File: config.mk
export PLATFORM = sky130hd
export DESIGN_NAME = conv3x3_stream_engine
export DESIGN_NICKNAME = d
export VERILOG_FILES = /design/src/rtl/conv_pkg.sv /design/src/rtl/conv_channel_mac.sv /design/src/rtl/conv3x3_stream_engine.sv
export SDC_FILE = /design/constraint.sdc
export NUM_CORES = 2
export LEC_CHECK = 0
export CORE_MARGIN = 2
export CORE_UTILIZATION = 55
export DETAILED_ROUTE_END_ITERATION = 8
export PLACE_DENSITY = 0.71
export SLEW_MARGIN = 20
export SYNTH_ARGS = -nofsm -noshare
export SYNTH_HDL_FRONTEND = slang
export SYNTH_HIERARCHICAL = 1
export SYNTH_SLANG_ARGS = --single-unit
File: constraint.sdc
create_clock -name clk -period 11.9 [get_ports clk]
set_input_delay 1.785 -clock clk [delete_from_list [all_inputs] [get_ports clk]]
set_output_delay 1.785 -clock clk [all_outputs]
set_load 0.02 [all_outputs]
File: src/rtl/conv_pkg.sv
// Shared constants, reset kernels and width helpers for the 3x3 streaming convolution engine.
package conv_pkg;

  localparam int unsigned NUM_TAPS      = 9;
  localparam int unsigned CFG_SHIFT_IDX = 9;

  function automatic int unsigned prod_width(int unsigned pix_w, int unsigned coef_w);
    return pix_w + coef_w + 1;
  endfunction

  function automatic int unsigned row_width(int unsigned pix_w, int unsigned coef_w);
    return prod_width(pix_w, coef_w) + 2;
  endfunction

  function automatic int unsigned sum_width(int unsigned pix_w, int unsigned coef_w);
    return prod_width(pix_w, coef_w) + 4;
  endfunction

  function automatic int unsigned cfg_width(int unsigned coef_w, int unsigned shift_w);
    return (coef_w > shift_w + 1) ? coef_w : shift_w + 1;
  endfunction

  function automatic int default_coef(int unsigned bank, int unsigned tap);
    int k [NUM_TAPS];
    case (bank)
      0:       k = '{1, 2, 1, 2, 4, 2, 1, 2, 1};
      1:       k = '{0, 1, 0, 1, -4, 1, 0, 1, 0};
      2:       k = '{0, -1, 0, -1, 5, -1, 0, -1, 0};
      3:       k = '{-2, -1, 0, -1, 1, 1, 0, 1, 2};
      default: k = '{0, 0, 0, 0, 1, 0, 0, 0, 0};
    endcase
    return k[tap];
  endfunction

  function automatic int unsigned default_shift(int unsigned bank);
    return (bank == 0) ? 4 : 0;
  endfunction

  function automatic logic default_abs(int unsigned bank);
    return (bank == 1);
  endfunction

endpackage

File: src/rtl/conv_channel_mac.sv
// One channel of the convolution datapath: products, row sums, then round/shift/abs/clamp.
module conv_channel_mac
  import conv_pkg::*;
#(
  parameter int unsigned PIX_W   = 8,
  parameter int unsigned COEF_W  = 8,
  parameter int unsigned SHIFT_W = 4
) (
  input  logic                         clk,
  input  logic                         rst,
  input  logic                         adv,
  input  logic [NUM_TAPS*PIX_W-1:0]    pix,
  input  logic [NUM_TAPS*COEF_W-1:0]   coef,
  input  logic [SHIFT_W-1:0]           shift,
  input  logic                         abs_en,
  output logic [PIX_W-1:0]             res,
  output logic                         clamped
);

  localparam int unsigned PROD_W = prod_width(PIX_W, COEF_W);
  localparam int unsigned ROW_W  = row_width(PIX_W, COEF_W);
  localparam int unsigned SUM_W  = sum_width(PIX_W, COEF_W);
  // One extra bit so the rounding add and the negation of the most negative sum cannot wrap.
  localparam int unsigned EXT_W  = SUM_W + 1;
  localparam logic signed [EXT_W-1:0] PixMax = {{(EXT_W - PIX_W){1'b0}}, {PIX_W{1'b1}}};

  logic signed [PROD_W-1:0] prod_d [NUM_TAPS];
  logic signed [PROD_W-1:0] prod_q [NUM_TAPS];
  logic signed [ROW_W-1:0]  row_d  [3];
  logic signed [ROW_W-1:0]  row_q  [3];
  logic signed [SUM_W-1:0]  total;
  logic signed [EXT_W-1:0]  rounded, shifted, mag;
  logic [PIX_W-1:0]         res_d;
  logic                     clamped_d;

  always_comb begin
    for (int k = 0; k < NUM_TAPS; k++) begin
      prod_d[k] = PROD_W'($signed({1'b0, pix[k*PIX_W +: PIX_W]}))
                * PROD_W'($signed(coef[k*COEF_W +: COEF_W]));
    end
    for (int r = 0; r < 3; r++) begin
      row_d[r] = ROW_W'(prod_q[3*r]) + ROW_W'(prod_q[3*r+1]) + ROW_W'(prod_q[3*r+2]);
    end
  end

  always_comb begin
    total   = SUM_W'(row_q[0]) + SUM_W'(row_q[1]) + SUM_W'(row_q[2]);
    rounded = EXT_W'(total);
    if (shift != '0) begin
      rounded = rounded + (EXT_W'(1) << (shift - SHIFT_W'(1)));
    end
    shifted   = rounded >>> shift;
    mag       = (abs_en && shifted[EXT_W-1]) ? -shifted : shifted;
    res_d     = mag[PIX_W-1:0];
    clamped_d = 1'b0;
    if (mag[EXT_W-1]) begin
      res_d     = '0;
      clamped_d = 1'b1;
    end else if (mag > PixMax) begin
      res_d     = '1;
      clamped_d = 1'b1;
    end
  end

  always_ff @(posedge clk) begin
    if (adv) begin
      prod_q <= prod_d;
      row_q  <= row_d;
    end
  end

  always_ff @(posedge clk) begin
    if (rst) begin
      res     <= '0;
      clamped <= 1'b0;
    end else if (adv) begin
      res     <= res_d;
      clamped <= clamped_d;
    end
  end

endmodule

File: src/rtl/conv3x3_stream_engine.sv
// Streaming 3x3 convolution: bank storage, frame-synchronous kernel activation, stall control,
// sideband pipe and per-frame clamp counter around NUM_CH channel datapaths.
module conv3x3_stream_engine
  import conv_pkg::*;
#(
  parameter int unsigned PIX_W     = 8,
  parameter int unsigned COEF_W    = 8,
  parameter int unsigned NUM_CH    = 1,
  parameter int unsigned NUM_BANKS = 4,
  parameter int unsigned SHIFT_W   = 4,
  localparam int unsigned BANK_W   = $clog2(NUM_BANKS),
  localparam int unsigned CFG_W    = cfg_width(COEF_W, SHIFT_W)
) (
  input  logic                             clk,
  input  logic                             rst,
  input  logic [NUM_CH*NUM_TAPS*PIX_W-1:0] in_data,
  input  logic                             in_valid,
  input  logic                             in_sof,
  output logic                             in_ready,
  input  logic [BANK_W-1:0]                bank_sel,
  input  logic                             cfg_we,
  input  logic [BANK_W-1:0]                cfg_bank,
  input  logic [3:0]                       cfg_idx,
  input  logic [CFG_W-1:0]                 cfg_wdata,
  output logic [NUM_CH*PIX_W-1:0]          out_data,
  output logic                             out_valid,
  output logic                             out_sof,
  input  logic                             out_ready,
  output logic [15:0]                      sat_cnt
);

  logic signed [COEF_W-1:0]   bank_coef_q [NUM_BANKS][NUM_TAPS];
  logic [SHIFT_W-1:0]         bank_shift_q [NUM_BANKS];
  logic                       bank_abs_q [NUM_BANKS];

  logic [NUM_TAPS*COEF_W-1:0] act_coef_q;
  logic [SHIFT_W-1:0]         act_shift_q, s2_shift_q, s3_shift_q;
  logic                       act_abs_q, s2_abs_q, s3_abs_q;

  logic [NUM_CH*NUM_TAPS*PIX_W-1:0] s1_data_q;
  logic s1_valid_q, s2_valid_q, s3_valid_q, out_valid_q;
  logic s1_sof_q, s2_sof_q, s3_sof_q, out_sof_q;
  logic adv, accept;

  logic [NUM_CH-1:0] clamp;
  logic [16:0]       clamp_n, sat_sum;
  logic [15:0]       sat_cnt_q;

  assign adv       = !out_valid_q || out_ready;
  assign accept    = in_valid && adv;
  assign in_ready  = adv;
  assign out_valid = out_valid_q;
  assign out_sof   = out_sof_q;
  assign sat_cnt   = sat_cnt_q;

  // Bank storage only; the active copy is refreshed from here on an accepted sof beat.
  always_ff @(posedge clk) begin
    if (rst) begin
      for (int unsigned b = 0; b < NUM_BANKS; b++) begin
        for (int unsigned k = 0; k < NUM_TAPS; k++) begin
          bank_coef_q[b][k] <= COEF_W'(default_coef(b, k));
        end
        bank_shift_q[b] <= SHIFT_W'(default_shift(b));
        bank_abs_q[b]   <= default_abs(b);
      end
    end else if (cfg_we) begin
      for (int unsigned k = 0; k < NUM_TAPS; k++) begin
        if (cfg_idx == 4'(k)) bank_coef_q[cfg_bank][k] <= cfg_wdata[COEF_W-1:0];
      end
      if (cfg_idx == 4'(CFG_SHIFT_IDX)) begin
        bank_shift_q[cfg_bank] <= cfg_wdata[SHIFT_W-1:0];
        bank_abs_q[cfg_bank]   <= cfg_wdata[SHIFT_W];
      end
    end
  end

  always_ff @(posedge clk) begin
    if (rst) begin
      for (int unsigned k = 0; k < NUM_TAPS; k++) begin
        act_coef_q[k*COEF_W +: COEF_W] <= COEF_W'(default_coef(0, k));
      end
      act_shift_q <= SHIFT_W'(default_shift(0));
      act_abs_q   <= default_abs(0);
      s1_valid_q  <= 1'b0;
      s2_valid_q  <= 1'b0;
      s3_valid_q  <= 1'b0;
      out_valid_q <= 1'b0;
      s1_sof_q    <= 1'b0;
      s2_sof_q    <= 1'b0;
      s3_sof_q    <= 1'b0;
      out_sof_q   <= 1'b0;
      s2_shift_q  <= '0;
      s3_shift_q  <= '0;
      s2_abs_q    <= 1'b0;
      s3_abs_q    <= 1'b0;
    end else if (adv) begin
      s1_valid_q  <= in_valid;
      s1_sof_q    <= in_valid && in_sof;
      s2_valid_q  <= s1_valid_q;
      s2_sof_q    <= s1_sof_q;
      s3_valid_q  <= s2_valid_q;
      s3_sof_q    <= s2_sof_q;
      out_valid_q <= s3_valid_q;
      out_sof_q   <= s3_sof_q;
      // The S1 beat leaving now was loaded under the current active set, so it takes that set.
      s2_shift_q  <= act_shift_q;
      s2_abs_q    <= act_abs_q;
      s3_shift_q  <= s2_shift_q;
      s3_abs_q    <= s2_abs_q;
      if (accept && in_sof) begin
        for (int unsigned k = 0; k < NUM_TAPS; k++) begin
          act_coef_q[k*COEF_W +: COEF_W] <= bank_coef_q[bank_sel][k];
        end
        act_shift_q <= bank_shift_q[bank_sel];
        act_abs_q   <= bank_abs_q[bank_sel];
      end
    end
  end

  always_ff @(posedge clk) begin
    if (adv) s1_data_q <= in_data;
  end

  for (genvar c = 0; c < NUM_CH; c++) begin : g_ch
    conv_channel_mac #(
      .PIX_W  (PIX_W),
      .COEF_W (COEF_W),
      .SHIFT_W(SHIFT_W)
    ) u_mac (
      .clk    (clk),
      .rst    (rst),
      .adv    (adv),
      .pix    (s1_data_q[c*NUM_TAPS*PIX_W +: NUM_TAPS*PIX_W]),
      .coef   (act_coef_q),
      .shift  (s3_shift_q),
      .abs_en (s3_abs_q),
      .res    (out_data[c*PIX_W +: PIX_W]),
      .clamped(clamp[c])
    );
  end

  always_comb begin
    clamp_n = '0;
    for (int c = 0; c < NUM_CH; c++) clamp_n = clamp_n + 17'(clamp[c]);
    sat_sum = {1'b0, sat_cnt_q} + clamp_n;
  end

  always_ff @(posedge clk) begin
    if (rst) begin
      sat_cnt_q <= '0;
    end else if (out_valid_q && out_ready) begin
      if (out_sof_q)      sat_cnt_q <= clamp_n[15:0];
      else if (sat_sum[16]) sat_cnt_q <= 16'hFFFF;
      else                sat_cnt_q <= sat_sum[15:0];
    end
  end

endmodule

==> results.md <==
- Nets@finish: between 6,000 and 7,000
- Global route total overflow: 0
- First-pass GRT wire length: 201 mm
- Clock Sinks: roughly 700
- Drt drc: 0
- RSZ-0062 raised after global routing: no
- Final setup viols: 0
- Overall Global Routing Usage: 0.257
- Synth top area cells: edfxtp_1 (33%), fa_1 (15%), ha_1 (11%), and2_1 (5.1%), inv_1 (5.0%)
- Most common cell after layout, fill and taps aside: inv_1
- Clock Skew: ~0.024 ns
- Status: finished clean
- Maximum clock rate: approximately 130 MHz
- Fin util: 0.607
- Antenna violations before repair: 3
- Clk_lat worst skew: between 0.6 and 0.7 ns
- Worst-Margin Slew: 1.10 ns
- Number of DRC markers in iteration 0: 2,769
- CTS tree: yes
- Commonest register cell after synthesis: edfxtp_1
- Clk pin slew, worst setup/hold paths: 0.06 ns
- Crit path launch type: flop
- Pwr/cell area: 240 mW/mm²
- I/O pins: 121
- Post-CTS Hold Buffers: 0
- Die width: approximately 320 µm
- Buffers inserted by post-CTS timing repair: 0
- Netlist Area Pre-Place: 0.0534 mm²
- Slew Limit Headroom: 0.263
- IO buf count: 120
- Largest net degree at the start of global routing: 108
- Req. time, crit path: 12.39 ns
- Register bit total from synthesis: 710
- WL/cell: 19.5 µm
- Gates resized, CTS repair: 0
- Dpl cells: 6,239
- Maximum VDD drop: 0.233 mV
- First-pass DRT Iterations: 6
- # rows: 114
- Via count: 36,200
- Max Cap Violations: 0
- Final worst-path cycle share: 0.654
- Total power: ~14 mW
- Post-DP HPWL: between 90 and 100 mm
- H-Tree Depth: 3
- Mapped Cells: around 5,000
- Min Tclk post-route: just under 8 ns
- Area Growth Syn to Fin: 9.53%
- Number of global-route vias before repair: 36,400
- Core Region: just under 0.1 mm²
- Highest-count cells in the layout ignoring fill and taps: inv_1 (706), edfxtp_1 (589), nand2_1 (517)
- CTS buffer count: 80
- WP data arrival: 8.27 ns
- Syn_area_per_cell: 10.7 µm²
- Hold/Removal Path Class: flop to flop
- Final hold violations: 0
- Cell taking the most area after synthesis: edfxtp_1
- Antenna viol nets, final: 0
- Post-synth net total: ~6,000
- Final Wtd Congestion: roughly 0.92
- Die ar.: 0.0997 mm²
- Fillers: 7,863
- Post-Route Setup TNS: 0 ns
- Root buf cell: clkbuf_16
- Crit. End Element: flop
- Ys async rst share: 0
- Sequential area share after synthesis: 0.376
- Syn. warnings: 6
- Routed WL: about 120 mm
- Cell Count, Final, Fillers Out: 6,388
- Layout cells sized above 1: 0.0636
- Initial Util: 0.554
- CP max FO: 10
- Leak: 25.4 nW
- Synth top area share: 0.331
- Die H: 316 µm
- Cell variety after synth: 101
- EDFF count, synth: 589
- Max clock buf depth: 3
- Slew Viols, Final: 0
- Via density: around 5.7
- Worst Setup Path Type: flop to flop
per-stage QoR:
step           cell area, µm²  hold WS (ns)  setup slack [ns]
5_1_grt                 58500         0.468              3.52
3_5_place_dp            55700         0.446              4.28
3_3_place_gp            55700         0.440              4.34
6_report                58500         0.453              4.12
2_1_floorplan           53400         0.432             0.343
4_1_cts                 58500         0.454              4.24
per-layer routing:
metal | wire [µm] | global-route usage | part of all wire | vias up
li1 | - | - | - | 17000
met1 | 54300 | 0.366 | 0.44 | 17900
met2 | 59100 | 0.417 | 0.47 | 1056
met3 | 8040 | 0.0350 | 0.065 | 209
met4 | 3140 | 0.0726 | 0.025 | 0
met5 | 0 | 0 | 0 | -
critical path, stage by stage, from the launching register on:
cell and delay [ns]:
edfxtp_1 0.39, fa_1 0.55, ha_1 0.16, inv_1 0.06, fa_1 0.45, and2b_1 0.23
o2111ai_1 0.25, a21oi_2 0.36, nor2_1 0.11, xnor2_1 0.17, ha_1 0.48, nand4_1 0.17
o22ai_1 0.18, nor4b_1 0.09, a21oi_1 0.33, nand2_1 0.25, or4_4 0.64, mux2i_1 0.16
a211oi_1 0.12, a221o_1 0.47, nor4b_4 0.46, nand4_2 0.20, o311ai_1 0.31, o2111ai_1 0.22
nor4_4 0.62, a211oi_1 0.17
cells by family (layout without fill, tap and decap cells):
family | after synthesis | after routing | share of synthesized area
flip-flops | 710 | 710 | 0.376
XOR/XNOR | 159 | 159 | 0.0261
AO/OA/AOI/OAI | 668 | 668 | 0.0797
other | 0 | 1 | 0
buffers and inverters | 872 | 1002 | 0.0626
AND/OR/NAND/NOR | 1590 | 1590 | 0.154
multiplexers | 98 | 98 | 0.0373
adder cells (fa/ha/maj) | 884 | 884 | 0.264
cell usage after synthesis, drive strengths merged (8+ instances only):
cell and instances:
inv 707, edfxtp 589, nand2 519, ha 476, and2 435, fa 408, a21oi 268, nor2 183
o21ai 126, dfxtp 121, clkbuf 110, xnor2 107, nor3 105, mux4 80, nand2b 75, or3 56
buf 52, xor2 52, a21o 45, or2 43, nand3 42, and3 35, o21bai 33, a211oi 25
a31oi 22, nand4 21, a21boi 20, nor4 18, nor2b 16, nand3b 12, o211ai 12, o21a 11
mux2i 10, o31ai 10, mux2 8, o221ai 8
final timing paths:
kind | endpoint | depth (start not counted) | slack [ns] | startpoint
max | g_ch[0].u_mac/clamped$_SDFFE_PP0P_ | 25 | 4.12 | g_ch[0].u_mac/row_q[1]$_DFFE_PP_
min | s2_abs_q$_SDFFE_PP0N_ | 2 | 0.45 | s2_abs_q$_SDFFE_PP0N_
max reg2reg | g_ch[0].u_mac/clamped$_SDFFE_PP0P_ | 25 | 4.12 | g_ch[0].u_mac/row_q[1]$_DFFE_PP_
min reg2reg | s2_abs_q$_SDFFE_PP0N_ | 2 | 0.45 | s2_abs_q$_SDFFE_PP0N_
sequential cells by signal, indices dropped and copies added (netlist names), 4 cells and up:
signal,cells
act_coef_q,72
act_shift_q,4
bank_abs_q,4
bank_coef_q,288
bank_shift_q,16
g_ch.u_mac/prod_q,153
g_ch.u_mac/res,8
g_ch.u_mac/row_q,57
s1_data_q,72
s2_shift_q,4
s3_shift_q,4
sat_cnt,16
final cells by class:
type	instances	area, µm²	area share
multi-input cells	3399	30000	0.512
flip-flops and latches	710	20100	0.344
inverters	710	2670	0.0457
clock buffers	104	2150	0.0368
well taps	1276	1600	0.0273
repair buffers	144	1370	0.0235
clock inverters	44	621	0.0106
diodes	1	2.50	0.0000428
power by group:
group	leakage, nW	switching, mW	internal [mW]
clock	1.35	1.07	1.54
sequential	7.06	0.245	3.16
combinational	17.0	4.96	3.05
total	25.4	6.27	7.75
Note: power is estimated with default switching activity, not from simulation.
